<file path="src/rtl/instruction_fetch.sv">
// -----------------------------------------------------------------------------
// instruction_fetch
//
// Holds the program counter, drives it to an instruction memory with a
// combinational read port, and captures the returned instruction into an
// output register presented to the decoder through a valid/ready handshake.
// Supports jump redirects (with a one-cycle flush bubble) and a sticky halt
// that is released only by a jump or by reset.
//
// Ports
//   clk          system clock, all state changes on the rising edge
//   reset        synchronous, active-high reset
//   pc_address   current PC, drives the instruction memory address
//   mem_instr    instruction read combinationally from memory at pc_address
//   instr_out    captured instruction for decode
//   instr_pc     address that instr_out was fetched from
//   instr_valid  instr_out / instr_pc hold a valid instruction
//   instr_ready  decode accepts the presented instruction this cycle
//   jump_valid   single-cycle redirect request
//   jump_target  redirect address (bit 0 ignored, forced to 0)
//   halt         stop fetching; sticky until jump_valid or reset
//   halted       unit is in the HALTED state
//   fetch_count  number of instructions captured since reset, saturating
// -----------------------------------------------------------------------------
module instruction_fetch #(
   parameter int                    ADDR_WIDTH  = 8,
   parameter int                    INSTR_WIDTH = 8,
   parameter int                    PC_STEP     = 2,
   parameter logic [ADDR_WIDTH-1:0] RESET_PC    = 8'h00
) (
   input  logic                   clk,
   input  logic                   reset,
   output logic [ADDR_WIDTH-1:0]  pc_address,
   input  logic [INSTR_WIDTH-1:0] mem_instr,
   output logic [INSTR_WIDTH-1:0] instr_out,
   output logic [ADDR_WIDTH-1:0]  instr_pc,
   output logic                   instr_valid,
   input  logic                   instr_ready,
   input  logic                   jump_valid,
   input  logic [ADDR_WIDTH-1:0]  jump_target,
   input  logic                   halt,
   output logic                   halted,
   output logic [15:0]            fetch_count
);

   typedef enum logic {
      ST_FETCH  = 1'b0,
      ST_HALTED = 1'b1
   } state_t;

   state_t                 state_reg,     state_next;
   logic [ADDR_WIDTH-1:0]  pc_reg,        pc_next;
   logic [INSTR_WIDTH-1:0] instr_out_reg, instr_out_next;
   logic [ADDR_WIDTH-1:0]  instr_pc_reg,  instr_pc_next;
   logic                   valid_reg,     valid_next;
   logic [15:0]            count_reg,     count_next;

   // Handshake terms: the presented instruction is consumed this cycle, and
   // the output register may be overwritten this cycle.
   logic                   accepted;
   logic                   out_free;
   logic [ADDR_WIDTH-1:0]  target_aligned;

   assign accepted       = valid_reg & instr_ready;
   assign out_free       = ~valid_reg | instr_ready;
   assign target_aligned = {jump_target[ADDR_WIDTH-1:1], 1'b0};

   always_ff @(posedge clk) begin
      if (reset) begin
         state_reg     <= ST_FETCH;
         pc_reg        <= RESET_PC;
         instr_out_reg <= '0;
         instr_pc_reg  <= '0;
         valid_reg     <= 1'b0;
         count_reg     <= '0;
      end else begin
         state_reg     <= state_next;
         pc_reg        <= pc_next;
         instr_out_reg <= instr_out_next;
         instr_pc_reg  <= instr_pc_next;
         valid_reg     <= valid_next;
         count_reg     <= count_next;
      end
   end

   always_comb begin
      state_next     = state_reg;
      pc_next        = pc_reg;
      instr_out_next = instr_out_reg;
      instr_pc_next  = instr_pc_reg;
      valid_next     = valid_reg;
      count_next     = count_reg;

      unique case (state_reg)
         ST_FETCH: begin
            if (jump_valid) begin
               // Redirect flushes whatever is presented, even if decode is
               // taking it this cycle; a same-cycle halt still takes effect.
               pc_next    = target_aligned;
               valid_next = 1'b0;
               state_next = halt ? ST_HALTED : ST_FETCH;
            end else if (halt) begin
               if (accepted) begin
                  valid_next = 1'b0;
               end
               state_next = ST_HALTED;
            end else if (out_free) begin
               instr_out_next = mem_instr;
               instr_pc_next  = pc_reg;
               valid_next     = 1'b1;
               pc_next        = pc_reg + ADDR_WIDTH'(PC_STEP);
               if (count_reg != 16'hFFFF) begin
                  count_next = count_reg + 16'd1;
               end
            end
            // otherwise stalled: everything holds
         end

         ST_HALTED: begin
            if (jump_valid) begin
               pc_next    = target_aligned;
               valid_next = 1'b0;
               state_next = ST_FETCH;
            end else if (accepted) begin
               // Drain the last instruction captured before the halt.
               valid_next = 1'b0;
            end
         end

         default: begin
            state_next = ST_FETCH;
         end
      endcase
   end

   assign pc_address  = pc_reg;
   assign instr_out   = instr_out_reg;
   assign instr_pc    = instr_pc_reg;
   assign instr_valid = valid_reg;
   assign halted      = (state_reg == ST_HALTED);
   assign fetch_count = count_reg;

endmodule

</file>
<file path="config.mk">
export PLATFORM = sky130hd
export DESIGN_NAME = instruction_fetch
export DESIGN_NICKNAME = d
export VERILOG_FILES = /design/src/rtl/instruction_fetch.sv
export SDC_FILE = /design/constraint.sdc
export NUM_CORES = 1
export LEC_CHECK = 0
export CORE_UTILIZATION = 45
export CTS_CLUSTER_DIAMETER = 150
export DETAILED_ROUTE_END_ITERATION = 8
export PLACE_DENSITY_LB_ADDON = 0.2
export SYNTH_ARGS = -nofsm -noshare
export SYNTH_HDL_FRONTEND = slang
export SYNTH_SLANG_ARGS = --single-unit
export TNS_END_PERCENT = 50
</file>
<file path="constraint.sdc">
create_clock -name clk -period 3.15 [get_ports clk]
set_clock_uncertainty 0.15 [all_clocks]
set_input_delay 0.63 -clock clk [delete_from_list [all_inputs] [get_ports clk]]
set_output_delay 0.63 -clock clk [all_outputs]
set_load 0.02 [all_outputs]
</file>
Word level (Yosys, flattened, before mapping)

Cells that the tools add are included.
W data, S select, Z words.

Add/sub/neg operators: 2
Eq/ne operators: 5
Multiplexer cells: 14
Bitwise gates (word level): 6
Reductions and logical operators: 3

Operators by type and width:

| cell                    | count |
|---|---|
| $mux W8                 | 4 |
| $add A16 B1 Y16 const B | 1 |
| $ne A16 B16 Y1 const B  | 1 |
| $pmux W8 S2             | 1 |
| $add A8 B2 Y8 const B   | 1 |
| $mux W1                 | 7 |
| $ne A3 B3 Y1 const B    | 2 |
| $reduce_and A5 Y1       | 1 |
| $ne A4 B4 Y1 const B    | 1 |
| $not A1 Y1              | 4 |
| $pmux W1 S2             | 2 |
| $reduce_and A4 Y1       | 1 |
| $reduce_and A3 Y1       | 1 |
| $ne A2 B2 Y1 const B    | 1 |
| $and A1 B1 Y1           | 1 |
| $or A1 B1 Y1            | 1 |

Register bits: 42
Bits of input ports: 21
Output and inout port bits: 42
Logic and storage cells: 36

Depth between registers and ports, before layout

Gate-level depths: netlist of run 1.

Word-level depth: 6
Gate-level depth with buffers: 7
Depth with buffers taken out: 5

Worst setup path before layout of run 1

Ideal clock, no wire load.

Kind: input to register
From: in jump_valid
To: reg count_reg[9], in the netlist fetch_count[9]
Library setup time: 121 ps
Data arrival time: 2169 ps
Required time: 2879 ps
Path slack: 711 ps
Stages: 5
Buffers on the path: 1
Path through: buf_6 > or4b_4 > nor4_4 > and4bb_2 > mux2_2

Longest elaborated chain between the ends: 2

RTL lines:

| item                               | line | source |
|---|---|---|
| start: declaration                 | 39   | `input logic jump_valid,` |
| $not A1 Y1 (no source line)        | -    |  |
| $reduce_and A5 Y1 (no source line) | -    |  |
| end signal: assignment             | 82   | `count_reg <= count_next;` |
| end: declaration                   | 56   | `logic [15:0] count_reg, count_next;` |

No other way between the ends.
A chain may end at the register's enable or synchronous reset.

Worst setup path after layout of run 1

From: in jump_valid
To: reg count_reg[6], in the netlist fetch_count[6]

Same word-level chain as after synthesis.

==> results of run 1 <==
[kinds of logic (layout without fill, tap and decap cells)]
logic type | count (synthesis) | count (layout)
AOI/OAI and AO/OA | 57 | 57
buffers and inverters | 17 | 82
other | 1 | 2
muxes | 5 | 5
adders and majority gates | 2 | 2
DFF | 40 | 40
and+or+nand+nor | 116 | 116
[report_power, final]
group / internal [mW] / total (mW) / switching (mW)
logic: 0.0756 / 0.157 / 0.0811
clock network: 0.279 / 0.461 / 0.181
registers: 0.523 / 0.541 / 0.0181
[how the worst min path moves through the flow]
stage,end,depth (start not counted)
floorplan,instr_out[0],2
global placement,instr_pc[6],2
detailed placement,instr_out[1],2
CTS,instr_out[1],2
global route,instr_out[7],2
finish,instr_out[1],2
[worst max-delay path, stage by stage]
cell	delay, ps
sky130_fd_sc_hd__clkdlybuf4s50_1	440
sky130_fd_sc_hd__or2_1	250
sky130_fd_sc_hd__or3_1	530
sky130_fd_sc_hd__nor4_1	370
sky130_fd_sc_hd__mux2_2	370
[per-layer routing]
metal	vias up	track usage	part of all wire
met3	7	0.0462	0.062
met1	907	0.284	0.45
met2	68	0.355	0.47
met4	0	0.112	0.018
met5	-	0	0
li1	984	-	-
[area by class of cell]
type	count	area (um^2)
repair buffers	69	666
well taps	50	62.6
clock buffers	7	96.3
multi-input cells	182	1030
fillers	366	1330
clock inverters	1	30.0
inverters	5	18.8
flip-flops and latches	40	801
[per-stage QoR]
| stage | worst slack [ps] | total power [mW] | cell area, um^2 | hold WS [ps] |
|---|---|---|---|---|
| after floorplan | 711 | 0.632 | 1910 | 385 |
| after global placement | 292 | 0.707 | 2570 | 291 |
| after detailed placement | 301 | 0.708 | 2570 | 296 |
| after CTS | 622 | 1.16 | 2700 | 307 |
| after global routing | 517 | 1.20 | 2700 | 323 |
| final | 604 | 1.16 | 2700 | 304 |
[layout by cell type, fill, tap and decap left out, types with 2 or more instances in the layout]
cell	synthesis	routed
sky130_fd_sc_hd__nand2_1	48	48
sky130_fd_sc_hd__or4_1	2	2
sky130_fd_sc_hd__nand4_1	4	4
sky130_fd_sc_hd__dfxtp_1	40	40
sky130_fd_sc_hd__clkdlybuf4s50_1	0	59
sky130_fd_sc_hd__or2_2	2	2
sky130_fd_sc_hd__nand3_1	7	7
sky130_fd_sc_hd__nor3_1	10	10
sky130_fd_sc_hd__ha_1	2	2
sky130_fd_sc_hd__a211oi_1	3	3
sky130_fd_sc_hd__a21oi_1	27	27
sky130_fd_sc_hd__a31oi_1	3	3
sky130_fd_sc_hd__mux2i_1	3	3
sky130_fd_sc_hd__conb_1	1	2
sky130_fd_sc_hd__a41oi_1	2	2
sky130_fd_sc_hd__o21ai_0	11	11
sky130_fd_sc_hd__mux2_2	2	2
sky130_fd_sc_hd__nor4_1	7	7
sky130_fd_sc_hd__nor2_1	14	14
sky130_fd_sc_hd__buf_4	2	10
sky130_fd_sc_hd__o31ai_1	4	4
sky130_fd_sc_hd__clkbuf_8	0	7
sky130_fd_sc_hd__o41ai_1	3	3
sky130_fd_sc_hd__inv_1	5	5
sky130_fd_sc_hd__or3_1	6	6
sky130_fd_sc_hd__nor2b_1	3	3
==> flow_summary.rst, run 1 <==
.. list-table::
   :header-rows: 1

   * - Metric
     - Value
   * - Setup Fix Bufs, Post-CTS
     - 0
   * - Final net count
     - between 300 and 400
   * - WL per Instance
     - 13.7 um
   * - Hold Crit Class
     - flop to flop
   * - Most frequent cell after synthesis
     - sky130_fd_sc_hd__nand2_1
   * - Share of the synthesized area in compound gates (AO/OA/AOI/OAI)
     - 0.179
   * - Clock transition at the registers of the reported paths
     - 80 ps
   * - Pin count of the biggest net entering global routing
     - 20
   * - Number of gates given a new drive strength after cts
     - 0
   * - Hold-fix buffer count after cts
     - 0
   * - Worst setup path start
     - jump_valid
   * - Flop2flop setup slack
     - 980 ps
   * - CTS tree
     - built
   * - Crit path time final
     - 2550 ps
   * - Final-report hold violation count
     - 0
   * - Commonest cells in the synthesized netlist
     - sky130_fd_sc_hd__nand2_1 (48), sky130_fd_sc_hd__dfxtp_1 (40), sky130_fd_sc_hd__a21oi_1 (27)
   * - Clock sink total
     - 40
   * - Number of synthesized flops with an enable pin
     - 0
   * - Result of the run
     - finished clean
   * - Highest ir drop seen on vdd
     - 190 uV
   * - Placement Rows
     - 23
   * - Count of final max-slew check failures
     - 0
   * - Arrival time at the worst endpoint
     - roughly 2600 ps
   * - GPL Wtd Cong
     - 0.910
   * - Floorplan die height
     - 67.1 um
   * - FF-to-FF Start
     - halted
   * - Post-route antenna net violation count
     - 0
   * - Area of the die
     - 0.00450 mm^2
   * - Vias
     - 1966
   * - Mean number of vias per cell
     - 5.55
   * - Fmax
     - 393 MHz
   * - P per Cell Area
     - 429 mW/mm^2
   * - Number of design-rule violations left by the first detailed-router iteration
     - 82
   * - Element type at the critical path start
     - primary input
   * - Remaining global-route overflow
     - 0
   * - Mean post-synth cell area
     - 8.00 um^2
   * - Port bufs
     - 59
   * - Data required time at the worst endpoint
     - 3200 ps
   * - Pre-antenna DRT Iters
     - 4
   * - Most instantiated flip-flop cell in the synthesis netlist
     - sky130_fd_sc_hd__dfxtp_1
   * - Largest family of logic cells by synthesized area
     - simple AND/OR/NAND/NOR gates
   * - Final non-filler cell total
     - 354
   * - Root Driver
     - sky130_fd_sc_hd__clkbuf_8
   * - Core ar.
     - approximately 0.0040 mm^2
   * - Post-route DRC
     - 0
   * - Termination of the worst setup path
     - fetch_count[6]
   * - Actual slew at the worst max-slew pin
     - 534 ps
   * - Clock network latency to the later pin of the worst-skew pair
     - 300 ps
   * - Portion of netlist area occupied by mux cells
     - 0.0276
   * - Seq cells post-synth
     - 40
   * - Sequential share of the synthesized area
     - 0.420
   * - Post-synthesis adder-cell area fraction
     - 0.0131
   * - Worst Reg-to-Reg Cells
     - 4
   * - Synthesized netlist cell count
     - 238
   * - Worst slew margin
     - 0.643
   * - Total negative slack for setup checks
     - 0 ps
   * - Initial core utilization
     - 0.473
   * - Number of buffers created by CTS
     - 5
   * - HPWL after DPL
     - between 3000 and 4000 um
   * - Share of flip-flops with an asynchronous set or reset after synthesis
     - 0
   * - Post-synthesis cell type with the largest combined area
     - sky130_fd_sc_hd__dfxtp_1
   * - Number of flip-flops in the largest register
     - 16
   * - Fraction of final layout cells with drive strength greater than 1
     - 0.0888
   * - Synth top area cells
     - sky130_fd_sc_hd__dfxtp_1 (42%), sky130_fd_sc_hd__nand2_1 (9.5%), sky130_fd_sc_hd__a21oi_1 (7.1%)
   * - Die width
     - between 60 and 70 um
   * - Number of inserted diodes
     - 0
   * - Synth warnings
     - 0
   * - Wire length of the first global-routing pass
     - roughly 7500 um
   * - XOR/XNOR Fraction of Synth Area
     - 0
   * - Type of destination of the critical path
     - flop
   * - Count of unique library cells instantiated by Yosys
     - 45
   * - Area share of the largest cell type after synthesis
     - 0.420
   * - Maximum buffer depth of the clock tree
     - 2
   * - # placed instances
     - ~350
   * - Sum of routed wire length over all layers
     - 4870 um
   * - Setup violators final
     - 0
   * - Critical path fanouts, max
     - 10
   * - Antenna violations before repair
     - 0
   * - I/O pin cnt
     - between 60 and 70
   * - Period utilization
     - 0.808
   * - H-tree depth
     - 2
   * - Vias in the first global route
     - around 1600
   * - Final cell utilization of the core
     - 0.670
   * - Count of max-cap constraint violations
     - 0
   * - Simple-gate area share of the yosys netlist
     - 0.315
   * - P&R area growth vs syn
     - 41.8%
   * - RSZ-0062 raised after global routing
     - false
   * - Worst setup path category
     - primary input to flop
   * - Netlist area before placement
     - about 0.0019 mm^2
   * - Worst R2R End
     - fetch_count[6]
   * - Leak Pwr
     - 0.896 nW
   * - Gr usage total
     - 0.224
   * - Hold path startpoint
     - instr_out[1]
Power figures use the tool's default switching activity.
==> run 2: changes to the inputs <==
--- a/config.mk
+++ b/config.mk
@@ -5,7 +5,7 @@
 export SDC_FILE = /design/constraint.sdc
 export NUM_CORES = 1
 export LEC_CHECK = 0
-export CORE_UTILIZATION = 45
+export CORE_UTILIZATION = 41
 export CTS_CLUSTER_DIAMETER = 150
 export DETAILED_ROUTE_END_ITERATION = 8
 export PLACE_DENSITY_LB_ADDON = 0.2
==> constraint.sdc (replaced) <==
create_clock -name clk -period 2.2 [get_ports clk]
set_clock_uncertainty 0.15 [all_clocks]
set_input_delay 0.44 -clock clk [delete_from_list [all_inputs] [get_ports clk]]
set_output_delay 0.44 -clock clk [all_outputs]
set_load 0.02 [all_outputs]
==> flow_summary.rst, run 2 (synthesized netlist as in run 1, its figures left out) <==
.. list-table::
   :header-rows: 1

   * - Metric
     - Value
   * - Count of max-cap constraint violations
     - 0
   * - Clock network latency to the later pin of the worst-skew pair
     - between 200 and 300 ps
   * - WL per Instance
     - between 10 and 15 um
   * - Met3 layer usage reported by global route
     - 0.0592
   * - Slowest library cell on the worst path
     - sky130_fd_sc_hd__clkdlybuf4s50_1
   * - Port bufs
     - 59
   * - Most common library cell in the layout ignoring fill and taps
     - sky130_fd_sc_hd__clkdlybuf4s50_1
   * - Total negative slack for setup checks
     - 0 ps
   * - Total cell area at the placement stage
     - between 0.002 and 0.003 mm^2
   * - Data required time at the worst endpoint
     - 1610 ps
   * - Maximum buffer depth of the clock tree
     - 2
   * - # placed instances
     - around 370
   * - H-tree depth
     - 2
   * - Clock sink total
     - 40
   * - Arrival time at the worst endpoint
     - 1480 ps
   * - I/O pin cnt
     - 63
   * - Pre-antenna DRT Iters
     - 4
   * - CTS tree
     - built
   * - Fmax
     - 484 MHz
   * - Final non-filler cell total
     - 377
   * - Result of the run
     - finished clean
   * - Highest ir drop seen on vdd
     - 274 uV
   * - FF-to-FF Start
     - fetch_count[1]
   * - Gr usage total
     - 0.218
   * - Floorplan die height
     - 70.2 um
   * - Count of final max-slew check failures
     - 0
   * - Root Driver
     - sky130_fd_sc_hd__clkbuf_8
   * - Sum of routed wire length over all layers
     - slightly above 5000 um
   * - Initial core utilization
     - 0.431
   * - Setup violators final
     - 0
   * - Setup Fix Bufs, Post-CTS
     - 0
   * - Crit path time final
     - 2070 ps
   * - Number of design-rule violations left by the first detailed-router iteration
     - 111
   * - Type of destination of the critical path
     - output pin
   * - Placement Rows
     - 24
   * - Critical path, cell by cell
     - buf_4 > clkdlybuf4s50_1
   * - P&R area growth vs syn
     - 49.9%
   * - Actual slew at the worst max-slew pin
     - about 560 ps
   * - Number of inserted diodes
     - 0
   * - Final net count
     - 347
   * - Most congested layer reported by global routing
     - met2
   * - Post-route DRC
     - 0
   * - Core ar.
     - roughly 0.0044 mm^2
   * - Largest stage delay, worst path
     - 600 ps
   * - HPWL after DPL
     - 3770 um
   * - Period utilization
     - 0.940
   * - Critical path fanouts, max
     - 6
   * - Worst setup path category
     - flop to output pin
   * - Antenna violations before repair
     - 0
   * - Number of buffers created by CTS
     - 5
   * - Die width
     - between 70 and 80 um
   * - Pin count of the biggest net entering global routing
     - 13
   * - Power, Total
     - 1.61 mW
   * - Final cell utilization of the core
     - 0.647
   * - Met1 layer usage reported by global route
     - 0.301
   * - Wire length of the first global-routing pass
     - between 8000 and 9000 um
   * - Finished layout cell area
     - around 0.0029 mm^2
   * - Vias
     - around 2100
   * - Met2 GRT Util
     - 0.326
   * - Mean number of vias per cell
     - 5.49
   * - Worst slew margin
     - 0.626
   * - Commonest cells after routing, fill and taps aside
     - sky130_fd_sc_hd__clkdlybuf4s50_1 (57), sky130_fd_sc_hd__nand2_1 (48), sky130_fd_sc_hd__dfxtp_1 (40), sky130_fd_sc_hd__buf_4 (31), sky130_fd_sc_hd__a21oi_1 (27)
   * - Final-report hold violation count
     - 0
   * - Hold Crit Class
     - flop to flop
   * - GPL Wtd Cong
     - between 0.8 and 0.9
   * - Vias in the first global route
     - roughly 1800
   * - Number of flip-flops in the largest register
     - 16
   * - Leak Pwr
     - 1.00 nW
   * - P per Cell Area
     - 566 mW/mm^2
   * - Area of the die
     - 0.00492 mm^2
   * - Hold path startpoint
     - instr_out[6]
   * - Clock transition at the registers of the reported paths
     - 80 ps
   * - Worst setup path start
     - halted
   * - Element type at the critical path start
     - flop
   * - Fraction of final layout cells with drive strength greater than 1
     - 0.151
   * - Remaining global-route overflow
     - 0
   * - Post-route antenna net violation count
     - 0
run 2: cell count changes in the layout (fill, tap and decap cells not counted):
cell and delta:
sky130_fd_sc_hd__clkinv_2 +1, sky130_fd_sc_hd__dlymetal6s2s_1 +1, sky130_fd_sc_hd__buf_4 +21, sky130_fd_sc_hd__nor4_2 +1
sky130_fd_sc_hd__dlygate4sd2_1 +1, sky130_fd_sc_hd__clkbuf_1 +1, sky130_fd_sc_hd__or3_1 -1, sky130_fd_sc_hd__clkbuf_8 -2
sky130_fd_sc_hd__clkdlybuf4s50_1 -2, sky130_fd_sc_hd__nor4_1 -1, sky130_fd_sc_hd__or3_4 +1
run 2: repair_timing:
item / in CTS / in global routing
setup endpoints to repair: 4 / 3
resized for setup: 2 / 2
hold buffers: 0 / 0
pin swaps: 1 / 0
run 2: layer usage:
metal  share of wire  wire [um]  vias up
met5               0          0        -
met2            0.44       2240       88
met1            0.48       2420      940
li1                -          -     1034
met3           0.067        341        8
met4           0.016         79        0
run 2: critical path, delay by kind of cell (launching register included):
family	cells	cell delay, ps
buf+inv	2	760
flops	1	420
run 2: area by class of cell:
cell class / instances / area, um^2
Multi-Input combinational cell: 182 / 1040
Fill cell: 392 / 1560
Inverter: 5 / 18.8
Clock inverter: 2 / 35.0
Tap cell: 52 / 65.1
Sequential cell: 40 / 801
Clock buffer: 6 / 72.6
Timing Repair Buffer: 90 / 825
run 2: worst paths after layout:
kind / to / slack [ps] / depth (start not counted)
setup / recovery: halted / 130 / 2
hold / removal: instr_out[6] / 300 / 2
setup reg to reg: fetch_count[9] / 160 / 5
hold reg to reg: instr_out[6] / 300 / 2
run 2: where the power goes:
| group | total [mW] | internal, mW | switching, mW | leakage (nW) |
|---|---|---|---|---|
| clock network | 0.599 | 0.337 | 0.262 | 0.0552 |
| logic | 0.243 | 0.122 | 0.121 | 0.623 |
| registers | 0.772 | 0.748 | 0.0239 | 0.325 |
| total | 1.61 | 1.21 | 0.407 | 1.00 |
run 2: through the flow:
| step | setup WS (ps) | hold slack [ps] |
|---|---|---|
| 2_1_floorplan | 13.0 | 385 |
| 3_3_place_gp | -326 | 291 |
| 3_5_place_dp | -385 | 296 |
| 4_1_cts | 14.0 | 306 |
| 5_1_grt | -6.44 | 328 |
| 6_report | 133 | 303 |
==> run 3: changes to the inputs <==
--- a/config.mk
+++ b/config.mk
@@ -8,6 +8,7 @@
 export CORE_UTILIZATION = 41
 export CTS_CLUSTER_DIAMETER = 150
 export DETAILED_ROUTE_END_ITERATION = 8
+export MAX_ROUTING_LAYER = met4
 export PLACE_DENSITY_LB_ADDON = 0.2
 export SYNTH_ARGS = -nofsm -noshare
 export SYNTH_HDL_FRONTEND = slang
==> flow_summary.rst, run 3 (synthesized netlist as in run 1, its figures left out) <==
.. list-table::
   :header-rows: 1

   * - Metric
     - Value
   * - Commonest cells after routing, fill and taps aside
     - sky130_fd_sc_hd__clkdlybuf4s50_1 (57), sky130_fd_sc_hd__nand2_1 (48), sky130_fd_sc_hd__dfxtp_1 (40), sky130_fd_sc_hd__buf_4 (31), sky130_fd_sc_hd__a21oi_1 (27)
   * - Least setup slack across all paths after layout
     - 134 ps
   * - Mean number of vias per cell
     - 5.49
   * - Crit path time final
     - 2070 ps
   * - FF-to-FF Start
     - fetch_count[1]
   * - Sequential share of power
     - 0.478
   * - Number of flip-flops in the largest register
     - 16
   * - Number of inserted diodes
     - 0
   * - Leak Pwr
     - 1.00 nW
   * - GPL Wtd Cong
     - 0.849
   * - Pre-antenna DRT Iters
     - 4
   * - Worst hold stages
     - 2
   * - Most common library cell in the layout ignoring fill and taps
     - sky130_fd_sc_hd__clkdlybuf4s50_1
   * - Floorplan die height
     - 70.2 um
   * - Actual slew at the worst max-slew pin
     - approximately 560 ps
   * - WL per Instance
     - 13.5 um
   * - Setup violators final
     - 0
   * - Pin count of the biggest net entering global routing
     - 13
   * - Gr usage total
     - 0.224
   * - Worst setup path category
     - flop to output pin
   * - Final non-filler cell total
     - 377
   * - Hold Crit Class
     - flop to flop
   * - Cell Int Power
     - around 1.2 mW
   * - Hold WS
     - 303 ps
   * - Post-route DRC
     - 0
   * - Number of design-rule violations left by the first detailed-router iteration
     - about 120
   * - Final cell utilization of the core
     - 0.647
   * - Period utilization
     - 0.939
   * - Data required time at the worst endpoint
     - 1610 ps
   * - Remaining global-route overflow
     - 0
   * - Multi-input combinational cell area
     - between 0.001 and 0.0015 mm^2
   * - CTS tree
     - built
   * - Antenna violations before repair
     - 0
   * - I/O pin cnt
     - 63
   * - Count of max-cap constraint violations
     - 0
   * - Fraction of power spent switching nets
     - 0.252
   * - Arrival time at the worst endpoint
     - 1480 ps
   * - Vias in the first global route
     - 1845
   * - Type of destination of the critical path
     - output pin
   * - Number of buffers created by CTS
     - 5
   * - Final net count
     - 347
   * - Initial core utilization
     - 0.431
   * - Clock transition at the registers of the reported paths
     - 80 ps
   * - Element type at the critical path start
     - flop
   * - Vias
     - approximately 2100
   * - Final-report hold violation count
     - 0
   * - Count of final max-slew check failures
     - 0
   * - Worst slew margin
     - 0.625
   * - Fmax
     - 484 MHz
   * - Root Driver
     - sky130_fd_sc_hd__clkbuf_8
   * - P per Cell Area
     - 566 mW/mm^2
   * - Die width
     - approximately 70 um
   * - Placement Rows
     - 24
   * - Core ar.
     - 0.00441 mm^2
   * - Hold-fix buffer count after cts
     - 0
   * - HPWL after DPL
     - approximately 3800 um
   * - Maximum buffer depth of the clock tree
     - 2
   * - # placed instances
     - around 370
   * - P_sw
     - 407 uW
   * - Port bufs
     - slightly below 60
   * - Setup slack at placement
     - -385 ps
   * - Worst setup path start
     - halted
   * - Wire length of the first global-routing pass
     - 8630 um
   * - Worst R2R End
     - fetch_count[9]
   * - Post-route antenna net violation count
     - 0
   * - Proportion of power drawn by combinational gates
     - 0.151
   * - Area of the die
     - 0.00492 mm^2
   * - Worst Reg-to-Reg Cells
     - 5
   * - P&R area growth vs syn
     - 49.9%
   * - Clock network latency to the later pin of the worst-skew pair
     - 290 ps
   * - Total of fill cells in the finished design
     - 392
   * - Result of the run
     - finished clean
   * - Termination of the worst setup path
     - halted
   * - FF+latch area
     - around 800 um^2
   * - Sum of routed wire length over all layers
     - 5080 um
   * - H-tree depth
     - 2
   * - Flop2flop setup slack
     - around 160 ps
   * - Clk pwr share
     - 0.371
   * - Power, Total
     - 1.61 mW
   * - Highest ir drop seen on vdd
     - 274 uV
   * - Fraction of final layout cells with drive strength greater than 1
     - 0.151
   * - Critical path fanouts, max
     - 6
   * - Clock sink total
     - 40
run 3: cell counts in the layout (fill, tap and decap cells not counted):
Identical to the previous run, type by type.
run 3: final cells by class:
type / count / share of cell area
inverter: 5 / 0.00658
sequential: 40 / 0.281
tap: 52 / 0.0228
timing repair buffer: 90 / 0.289
clock buffer: 6 / 0.0254
multi-input combinational: 182 / 0.363
clock inverter: 2 / 0.0123
run 3: stage by stage:
stage / cell area [um^2] / setup TNS [ps]
after global placement: 2730 / -4670
final: 2850 / 0
after CTS: 2850 / 0
after detailed placement: 2730 / -6040
after floorplan: 1910 / 0
after global routing: 2850 / -6.44
run 3: worst min-delay path by stage:
stage / endpoint / from / slack, ps
floorplan: instr_out[0] / instr_out[0] / 380
global placement: instr_out[5] / instr_out[5] / 290
detailed placement: instr_out[5] / instr_out[5] / 300
CTS: instr_out[5] / instr_out[5] / 310
global route: instr_pc[1] / instr_pc[1] / 330
finish: instr_out[6] / instr_out[6] / 300
run 3: critical path, stage by stage, from the launching register on:
cell	delay, ps
sky130_fd_sc_hd__dfxtp_1	420
sky130_fd_sc_hd__buf_4	160
sky130_fd_sc_hd__clkdlybuf4s50_1	600
run 3: power groups by stage:
stage	clock network, mW	logic [mW]	registers (mW)
after floorplan	0	0.0894	0.816
after global placement	0	0.239	0.789
after detailed placement	0	0.242	0.789
after CTS	0.610	0.244	0.772
after global routing	0.639	0.267	0.777
final	0.599	0.243	0.772
run 3: what timing repair did:
| action | 4_1_cts | 5_1_grt |
|---|---|---|
| setup endpoints to repair | 4 | 3 |
| setup buffers | 0 | 0 |
| pin swaps | 1 | 0 |
| hold endpoints to repair | 0 | 0 |
| gates resized for setup | 2 | 2 |
run 3: routing by layer:
layer  vias up  part of all wire  GRT usage
met4         0             0.015     0.0778
met3         8             0.063     0.0548
met1       940              0.48      0.304
met5         -                 0          -
li1       1034                 -          -
met2        88              0.44      0.326
